### src/rtl/imem_pkg.sv
// Shared definitions for the instruction-memory fetch block: defaults, states, NOP.
// Optional build macro used by this block: IMEM_PARITY_EN.
package imem_pkg;

  localparam int DATA_W_DEF = 32;
  localparam int ADDR_W_DEF = 8;
  localparam int DEPTH_DEF  = 64;

  typedef enum logic [0:0] {
    LOAD = 1'b0,
    RUN  = 1'b1
  } state_e;

  localparam logic [DATA_W_DEF-1:0] NOP = '0;

endpackage

### src/rtl/imem_if.sv
// Bundles the fetch request/response and program-load channels of imem_fetch.
// master = the side driving requests and loads, slave = the memory block.
interface imem_if
  import imem_pkg::*;
#(
  parameter int DATA_W = DATA_W_DEF,
  parameter int ADDR_W = ADDR_W_DEF
);

  logic              req_valid;
  logic              req_ready;
  logic [ADDR_W-1:0] req_addr;
  logic              rsp_valid;
  logic              rsp_ready;
  logic [DATA_W-1:0] rsp_data;
  logic              rsp_err;
  logic              ld_valid;
  logic              ld_ready;
  logic [ADDR_W-1:0] ld_addr;
  logic [DATA_W-1:0] ld_data;
  logic              ld_last;
  logic              ld_err;
  logic              run;

  modport master (
    output req_valid, req_addr, rsp_ready, ld_valid, ld_addr, ld_data, ld_last,
    input  req_ready, rsp_valid, rsp_data, rsp_err, ld_ready, ld_err, run
  );

  modport slave (
    input  req_valid, req_addr, rsp_ready, ld_valid, ld_addr, ld_data, ld_last,
    output req_ready, rsp_valid, rsp_data, rsp_err, ld_ready, ld_err, run
  );

endinterface

### src/rtl/imem_ram.sv
// Synchronous one-read/one-write word array; contents and read register are never reset.
module imem_ram #(
  parameter int WIDTH = 32,
  parameter int DEPTH = 64,
  parameter int AW    = (DEPTH > 1) ? $clog2(DEPTH) : 1
) (
  input  logic             clk,
  input  logic             we,
  input  logic [AW-1:0]    waddr,
  input  logic [WIDTH-1:0] wdata,
  input  logic             re,
  input  logic [AW-1:0]    raddr,
  output logic [WIDTH-1:0] rdata
);

  logic [WIDTH-1:0] mem [DEPTH];

  // rdata only moves on a read strobe, which lets the owner hold a stalled response.
  always_ff @(posedge clk) begin
    if (we) mem[waddr] <= wdata;
    if (re) rdata <= mem[raddr];
  end

endmodule

### src/rtl/imem_fetch.sv
// Instruction memory: loaded once in LOAD, then serves one-cycle-latency fetches in RUN.
// Define IMEM_PARITY_EN to store and check an even-parity bit per word.
module imem_fetch
  import imem_pkg::*;
#(
  parameter int DATA_W = DATA_W_DEF,
  parameter int ADDR_W = ADDR_W_DEF,
  parameter int DEPTH  = DEPTH_DEF
) (
  input logic   clk,
  input logic   rst_n,
  imem_if.slave bus
);

  localparam int IDX_W = ADDR_W - 2;
  localparam int RA_W  = (DEPTH > 1) ? $clog2(DEPTH) : 1;
  localparam int HW_W  = $clog2(DEPTH + 1);
`ifdef IMEM_PARITY_EN
  localparam int RAM_W = DATA_W + 1;
`else
  localparam int RAM_W = DATA_W;
`endif

  localparam logic [0:0] ST_LOAD = LOAD;
  localparam logic [0:0] ST_RUN  = RUN;
  localparam logic [DATA_W-1:0] NOP_WORD = DATA_W'(NOP);

  logic [0:0]       state;
  logic [HW_W-1:0]  hw;
  logic             ld_err_q;
  logic             rsp_valid_q;
  logic             rsp_ok_q;
  logic             rsp_err_q;

  logic [IDX_W-1:0] ld_idx;
  logic [IDX_W-1:0] rq_idx;
  logic             ld_fire;
  logic             ld_ok;
  logic             req_fire;
  logic             rq_ok;
  logic [RAM_W-1:0] ram_wdata;
  logic [RAM_W-1:0] ram_rdata;
  logic             par_bad;

  assign ld_idx   = bus.ld_addr[ADDR_W-1:2];
  assign rq_idx   = bus.req_addr[ADDR_W-1:2];
  assign ld_fire  = bus.ld_valid && (state == ST_LOAD);
  assign ld_ok    = (bus.ld_addr[1:0] == 2'b00) && (32'(ld_idx) < 32'(DEPTH));
  assign req_fire = bus.req_valid && bus.req_ready;
  // Only words below the high-water mark were loaded since the last reset.
  assign rq_ok    = (bus.req_addr[1:0] == 2'b00) && (32'(rq_idx) < 32'(DEPTH))
                    && (32'(rq_idx) < 32'(hw));

`ifdef IMEM_PARITY_EN
  assign ram_wdata = {^bus.ld_data, bus.ld_data};
  assign par_bad   = rsp_ok_q && (^ram_rdata);
`else
  assign ram_wdata = bus.ld_data;
  assign par_bad   = 1'b0;
`endif

  imem_ram #(
    .WIDTH (RAM_W),
    .DEPTH (DEPTH),
    .AW    (RA_W)
  ) u_ram (
    .clk   (clk),
    .we    (ld_fire && ld_ok),
    .waddr (RA_W'(ld_idx)),
    .wdata (ram_wdata),
    .re    (req_fire),
    .raddr (RA_W'(rq_idx)),
    .rdata (ram_rdata)
  );

  // Load-phase control: mode switch, high-water tracking and the sticky drop flag.
  always_ff @(posedge clk or negedge rst_n) begin
    if (!rst_n) begin
      state    <= ST_LOAD;
      hw       <= '0;
      ld_err_q <= 1'b0;
    end else if (ld_fire) begin
      if (ld_ok) begin
        if ((32'(ld_idx) + 32'd1) > 32'(hw)) hw <= HW_W'(32'(ld_idx) + 32'd1);
      end else begin
        ld_err_q <= 1'b1;
      end
      if (bus.ld_last) state <= ST_RUN;
    end
  end

  // Response slot: refilled on every accepted fetch, emptied when consumed with nothing new.
  always_ff @(posedge clk or negedge rst_n) begin
    if (!rst_n) begin
      rsp_valid_q <= 1'b0;
      rsp_ok_q    <= 1'b0;
      rsp_err_q   <= 1'b0;
    end else if (req_fire) begin
      rsp_valid_q <= 1'b1;
      rsp_ok_q    <= rq_ok;
      rsp_err_q   <= !rq_ok;
    end else if (bus.rsp_ready) begin
      rsp_valid_q <= 1'b0;
    end
  end

  assign bus.req_ready = (state == ST_RUN) && (!rsp_valid_q || bus.rsp_ready);
  assign bus.ld_ready  = (state == ST_LOAD);
  assign bus.run       = (state == ST_RUN);
  assign bus.ld_err    = ld_err_q;
  assign bus.rsp_valid = rsp_valid_q;
  assign bus.rsp_data  = rsp_ok_q ? ram_rdata[DATA_W-1:0] : NOP_WORD;
  assign bus.rsp_err   = rsp_err_q || par_bad;

endmodule
### src/flat_wrapper.sv
// flat-port wrapper written by rule: the top's interface ports become plain ports
module imem_fetch_flat import imem_pkg::*;
#(
  parameter int DATA_W = DATA_W_DEF,
  parameter int ADDR_W = ADDR_W_DEF,
  parameter int DEPTH  = DEPTH_DEF
)
  (clk, rst_n, bus_req_valid, bus_req_addr, bus_rsp_ready, bus_ld_valid, bus_ld_addr, bus_ld_data, bus_ld_last, bus_req_ready, bus_rsp_valid, bus_rsp_data, bus_rsp_err, bus_ld_ready, bus_ld_err, bus_run);
  imem_if #(.DATA_W(DATA_W), .ADDR_W(ADDR_W)) bus_i ();
  input logic clk;
  input logic rst_n;
  input wire logic [$bits(bus_i.req_valid)-1:0] bus_req_valid;
  input wire logic [$bits(bus_i.req_addr)-1:0] bus_req_addr;
  input wire logic [$bits(bus_i.rsp_ready)-1:0] bus_rsp_ready;
  input wire logic [$bits(bus_i.ld_valid)-1:0] bus_ld_valid;
  input wire logic [$bits(bus_i.ld_addr)-1:0] bus_ld_addr;
  input wire logic [$bits(bus_i.ld_data)-1:0] bus_ld_data;
  input wire logic [$bits(bus_i.ld_last)-1:0] bus_ld_last;
  output wire logic [$bits(bus_i.req_ready)-1:0] bus_req_ready;
  output wire logic [$bits(bus_i.rsp_valid)-1:0] bus_rsp_valid;
  output wire logic [$bits(bus_i.rsp_data)-1:0] bus_rsp_data;
  output wire logic [$bits(bus_i.rsp_err)-1:0] bus_rsp_err;
  output wire logic [$bits(bus_i.ld_ready)-1:0] bus_ld_ready;
  output wire logic [$bits(bus_i.ld_err)-1:0] bus_ld_err;
  output wire logic [$bits(bus_i.run)-1:0] bus_run;
  assign bus_i.req_valid = bus_req_valid;
  assign bus_i.req_addr = bus_req_addr;
  assign bus_i.rsp_ready = bus_rsp_ready;
  assign bus_i.ld_valid = bus_ld_valid;
  assign bus_i.ld_addr = bus_ld_addr;
  assign bus_i.ld_data = bus_ld_data;
  assign bus_i.ld_last = bus_ld_last;
  assign bus_req_ready = bus_i.req_ready;
  assign bus_rsp_valid = bus_i.rsp_valid;
  assign bus_rsp_data = bus_i.rsp_data;
  assign bus_rsp_err = bus_i.rsp_err;
  assign bus_ld_ready = bus_i.ld_ready;
  assign bus_ld_err = bus_i.ld_err;
  assign bus_run = bus_i.run;
  imem_fetch #(.DATA_W(DATA_W), .ADDR_W(ADDR_W), .DEPTH(DEPTH)) u_core (.clk(clk), .rst_n(rst_n), .bus(bus_i));
endmodule
### config.mk
export PLATFORM = sky130hd
export DESIGN_NAME = imem_fetch_flat
export DESIGN_NICKNAME = d
export VERILOG_FILES = /design/src/rtl/imem_pkg.sv /design/src/rtl/imem_if.sv /design/src/rtl/imem_ram.sv /design/src/rtl/imem_fetch.sv /design/src/flat_wrapper.sv
export SDC_FILE = /design/constraint.sdc
export NUM_CORES = 2
export LEC_CHECK = 0
export ABC_AREA = 1
export CELL_PAD_IN_SITES_DETAIL_PLACEMENT = 1
export CELL_PAD_IN_SITES_GLOBAL_PLACEMENT = 2
export CORE_ASPECT_RATIO = 1.25
export CORE_MARGIN = 2
export CORE_UTILIZATION = 40
export CTS_BUF_LIST = sky130_fd_sc_hd__clkbuf_16
export DETAILED_ROUTE_END_ITERATION = 12
export PLACE_DENSITY = 0.87
export SYNTH_ARGS = -nofsm -noshare
export SYNTH_HDL_FRONTEND = slang
export SYNTH_SLANG_ARGS = --single-unit
### constraint.sdc
create_clock -name clk -period 3.1 [get_ports clk]
set_clock_uncertainty 0.2 [all_clocks]
set_input_delay 0.465 -clock clk [delete_from_list [all_inputs] [get_ports clk]]
set_output_delay 0.465 -clock clk [all_outputs]
set_load 0.02 [all_outputs]
==> results_dict.tcl <==
set metrics [dict create \
    outcome "finished, final reports clean" \
    yosys_warnings 0 \
    synth_seq_cells 2092 \
    synth_top_family_by_area "simple AND/OR/NAND/NOR gates" \
    antenna_found_initial 14 \
    ant_nets 0 \
    drcViolationCount 0 \
    dp_cells 9726 \
    synth_xor_area_frac 0.0002082 \
    timing.rr.start "u_core.bus.run$_DFFE_PN0P_" \
    netSwitchingFraction 0.2341 \
    path_clk_slew_ps 60 \
    dieArea_um2 214100 \
    instances_no_fill 10100 \
    gp_congestion 0.8439 \
    grt_pass1_vias 60670 \
    synth-simple-area-share 0.2210 \
    syn_avg_cell_area_um2 12.11 \
    grt_pass1_wl_mm 399.4 \
    power_frac_seq 0.537 \
    avgRoutedWirePerCell_um 27.15 \
    r2r_slack_ps 770 \
    arrival_ps 2360 \
    drt_wl_total_mm 274.2 \
    p_comb_frac 0.069 \
    grt_max_degree 96 \
    drv_cap 0 \
    synthCells 6949 \
    crit_path_max_fanout 21 \
    drt-initial-drc-count 6037 \
    cts_root_buf "clkbuf_16" \
    synth_compound_area_frac 0.001219 \
    io_pins 92 \
    final_hold_viol_count 0 \
    synth_cell_type_count 25 \
    intPower_mw 44.44 \
    muxShareOfSynthArea 0 \
    mostFrequentLayoutCells "nand2_1 (2324), edfxtp_1 (2080), nand3_1 (1909)" \
    min_period_ps 3027 \
    fin_nets 7252 \
    drive_gt1_frac 0.1023 \
    setup_violations 0 \
    drv_slew 0 \
    cp-end-kind "output port" \
    cts.sinks 2092 \
    drtPass1Iterations 5 \
    dpl.hpwl_mm 165.8 \
    syn_nets 7016 \
    ir_drop_uv 494.0 \
    required_ps 2430 \
    holdPathStages 1 \
    core-area_um2 209600 \
    p_total_mw 58.03 \
    r2r_cells 7 \
    syn_area_um2 84150 \
    worst-slew-pin-transition_ps 1062 \
    slew_headroom 0.2923 \
    numCtsBuffers 193 \
    p_sw_mw 13.58 \
    vias 57730 \
    rsz0062_at_grt "no" \
    die_h_um 516.8 \
    leakagePower_nw 34.97 \
    vias_per_cell 5.717 \
    tns_ps 0 \
    rows 188 \
    cts_buffer_depth 3 \
    h-tree-depth 4 \
    fmax_mhz 330.3 \
    power_density_nw_per_um2 595.1 \
    hold_path_class "input pin to flip-flop" \
    final_common_cell "nand2_1" \
    track_usage 0.2519 \
    cp-start-kind "flip-flop" \
    holdCritStartpoint "bus_ld_data[14]" \
    initial_core_util 0.4015 \
    nFillCells 21530 \
    synth_adder_area_share 0.001933 \
    insertion_delay_ps 830 \
    seq_area_frac_synth 0.7458 \
    overflow 0 \
    p_clk_frac 0.394 \
    portBuffers 91 \
    die_x_um 414.2 \
    holdPathEnd "u_core.u_ram.mem[38][14]$_DFFE_PP_" \
    syn_to_final_growth_pct 15.88 \
    path_class "flip-flop to output port" \
    cts_tree "done" \
    r2r_end "u_core.u_ram.mem[21][24]$_DFFE_PP_" \
    fin_crit_sh 0.9766 \
]
-- power by group through the flow --
stage                     Clock, mW  Sequential, mW  Combinational [mW]
after floorplan                   0            31.8                1.89
after global placement            0            31.8                3.78
after detailed placement          0            31.8                3.93
after CTS                      23.1            31.2                3.99
after global routing           24.0            31.2                4.29
final                          22.8            31.2                4.01
-- layout make-up --
cell class	instances	area, µm²	area share
Sequential cell	2092	62760	0.6436
Multi-Input combinational cell	4347	19370	0.1986
Timing Repair Buffer	491	5708	0.05853
Clock buffer	194	4855	0.04978
Tap cell	2755	3447	0.03535
Clock inverter	154	1097	0.01125
Inverter	60	262.8	0.002694
Antenna cell	6	15.01	0.0001540
-- synthesized netlist by cell type, drive strengths merged --
master | n | area share
a31oi | 1 | 0.000074
nand3 | 1909 | 0.11
a21oi | 5 | 0.00030
o21ai | 5 | 0.00030
xor2 | 2 | 0.00021
buf | 365 | 0.023
o21a | 2 | 0.00018
a21o | 1 | 0.000089
nand2 | 2325 | 0.10
inv | 60 | 0.0027
clkbuf | 85 | 0.0038
ha | 13 | 0.0019
o31ai | 1 | 0.000089
o21bai | 1 | 0.000089
edfxtp | 2080 | 0.74
nor2 | 75 | 0.0033
dfrtp | 12 | 0.0036
a2bb2oi | 1 | 0.00010
nand4 | 6 | 0.00045
-- per-stage QoR --
step / util / hold WS [ps] / setup WS (ps) / instance area (µm²)
finish: 0.4653 / 60.74 / 72.62 / 97510
global route: 0.4652 / 44.70 / 0.8873 / 97510
CTS: 0.4650 / 1.645 / -0.2265 / 97460
detailed placement: 0.4356 / 258.2 / -5.805 / 91300
global placement: 0.4356 / 264.6 / -50.67 / 91300
floorplan: - / -30.59 / 35.92 / 84150
-- critical path, stage by stage, from the launching register on --
cell and delay [ps]:
dfrtp_4 440, buf_12 160, buf_12 170, nand2_1 70, inv_1 50, clkdlybuf4s50_1 590
-- flip-flops by register name (all words and copies together) (netlist names) --
signal                count
u_core.rsp_ok_q           1
u_core.u_ram.rdata       32
u_core.hw                 7
u_core.bus.rsp_err        1
u_core.bus.run            1
u_core.bus.rsp_valid      1
u_core.bus.ld_err         1
u_core.u_ram.mem       2048
-- logic make-up (layout without fill, tap and decap cells) --
| family | after synthesis | after routing |
|---|---|---|
| AND/OR/NAND/NOR | 4315 | 4315 |
| XOR/XNOR | 2 | 2 |
| flip-flops | 2092 | 2092 |
| buffers and inverters | 510 | 899 |
| other | 0 | 6 |
| AO/OA/AOI/OAI | 17 | 17 |
| adder cells (fa/ha/maj) | 13 | 13 |
-- how the worst max path moves through the flow --
| stage | from | end | cells past startpoint |
|---|---|---|---|
| 2_1_floorplan | u_core.bus.run$_DFFE_PN0P_ | u_core.u_ram.mem[0][0]$_DFFE_PP_ | 5 |
| 3_3_place_gp | bus_ld_addr[2] | u_core.hw[3]$_DFFE_PN0P_ | 11 |
| 3_5_place_dp | bus_req_addr[2] | u_core.u_ram.rdata[20]$_DFFE_PP_ | 11 |
| 4_1_cts | u_core.rsp_ok_q$_DFFE_PN0P_ | bus_rsp_data[15] | 5 |
| 5_1_grt | u_core.rsp_ok_q$_DFFE_PN0P_ | bus_rsp_data[19] | 5 |
| 6_report | u_core.rsp_ok_q$_DFFE_PN0P_ | bus_rsp_data[3] | 5 |
-- timing repair --
| item | in CTS | in global routing |
|---|---|---|
| pin swaps | 0 | 0 |
| hold endpoints to repair | 373 | 0 |
| gates resized for setup | 3 | 15 |
| hold buffers | 17 | 0 |
| setup buffers | 2 | 0 |
| setup endpoints to repair | 32 | 15 |
-- routing by layer --
metal,GRT usage,share of wire,routed length [µm]
met5,0,0.000040,11
met4,0.1214,0.050,13740
met3,0.03422,0.063,17200
met2,0.4455,0.51,139100
met1,0.3041,0.38,104200
Power figures use the tool's default switching activity.
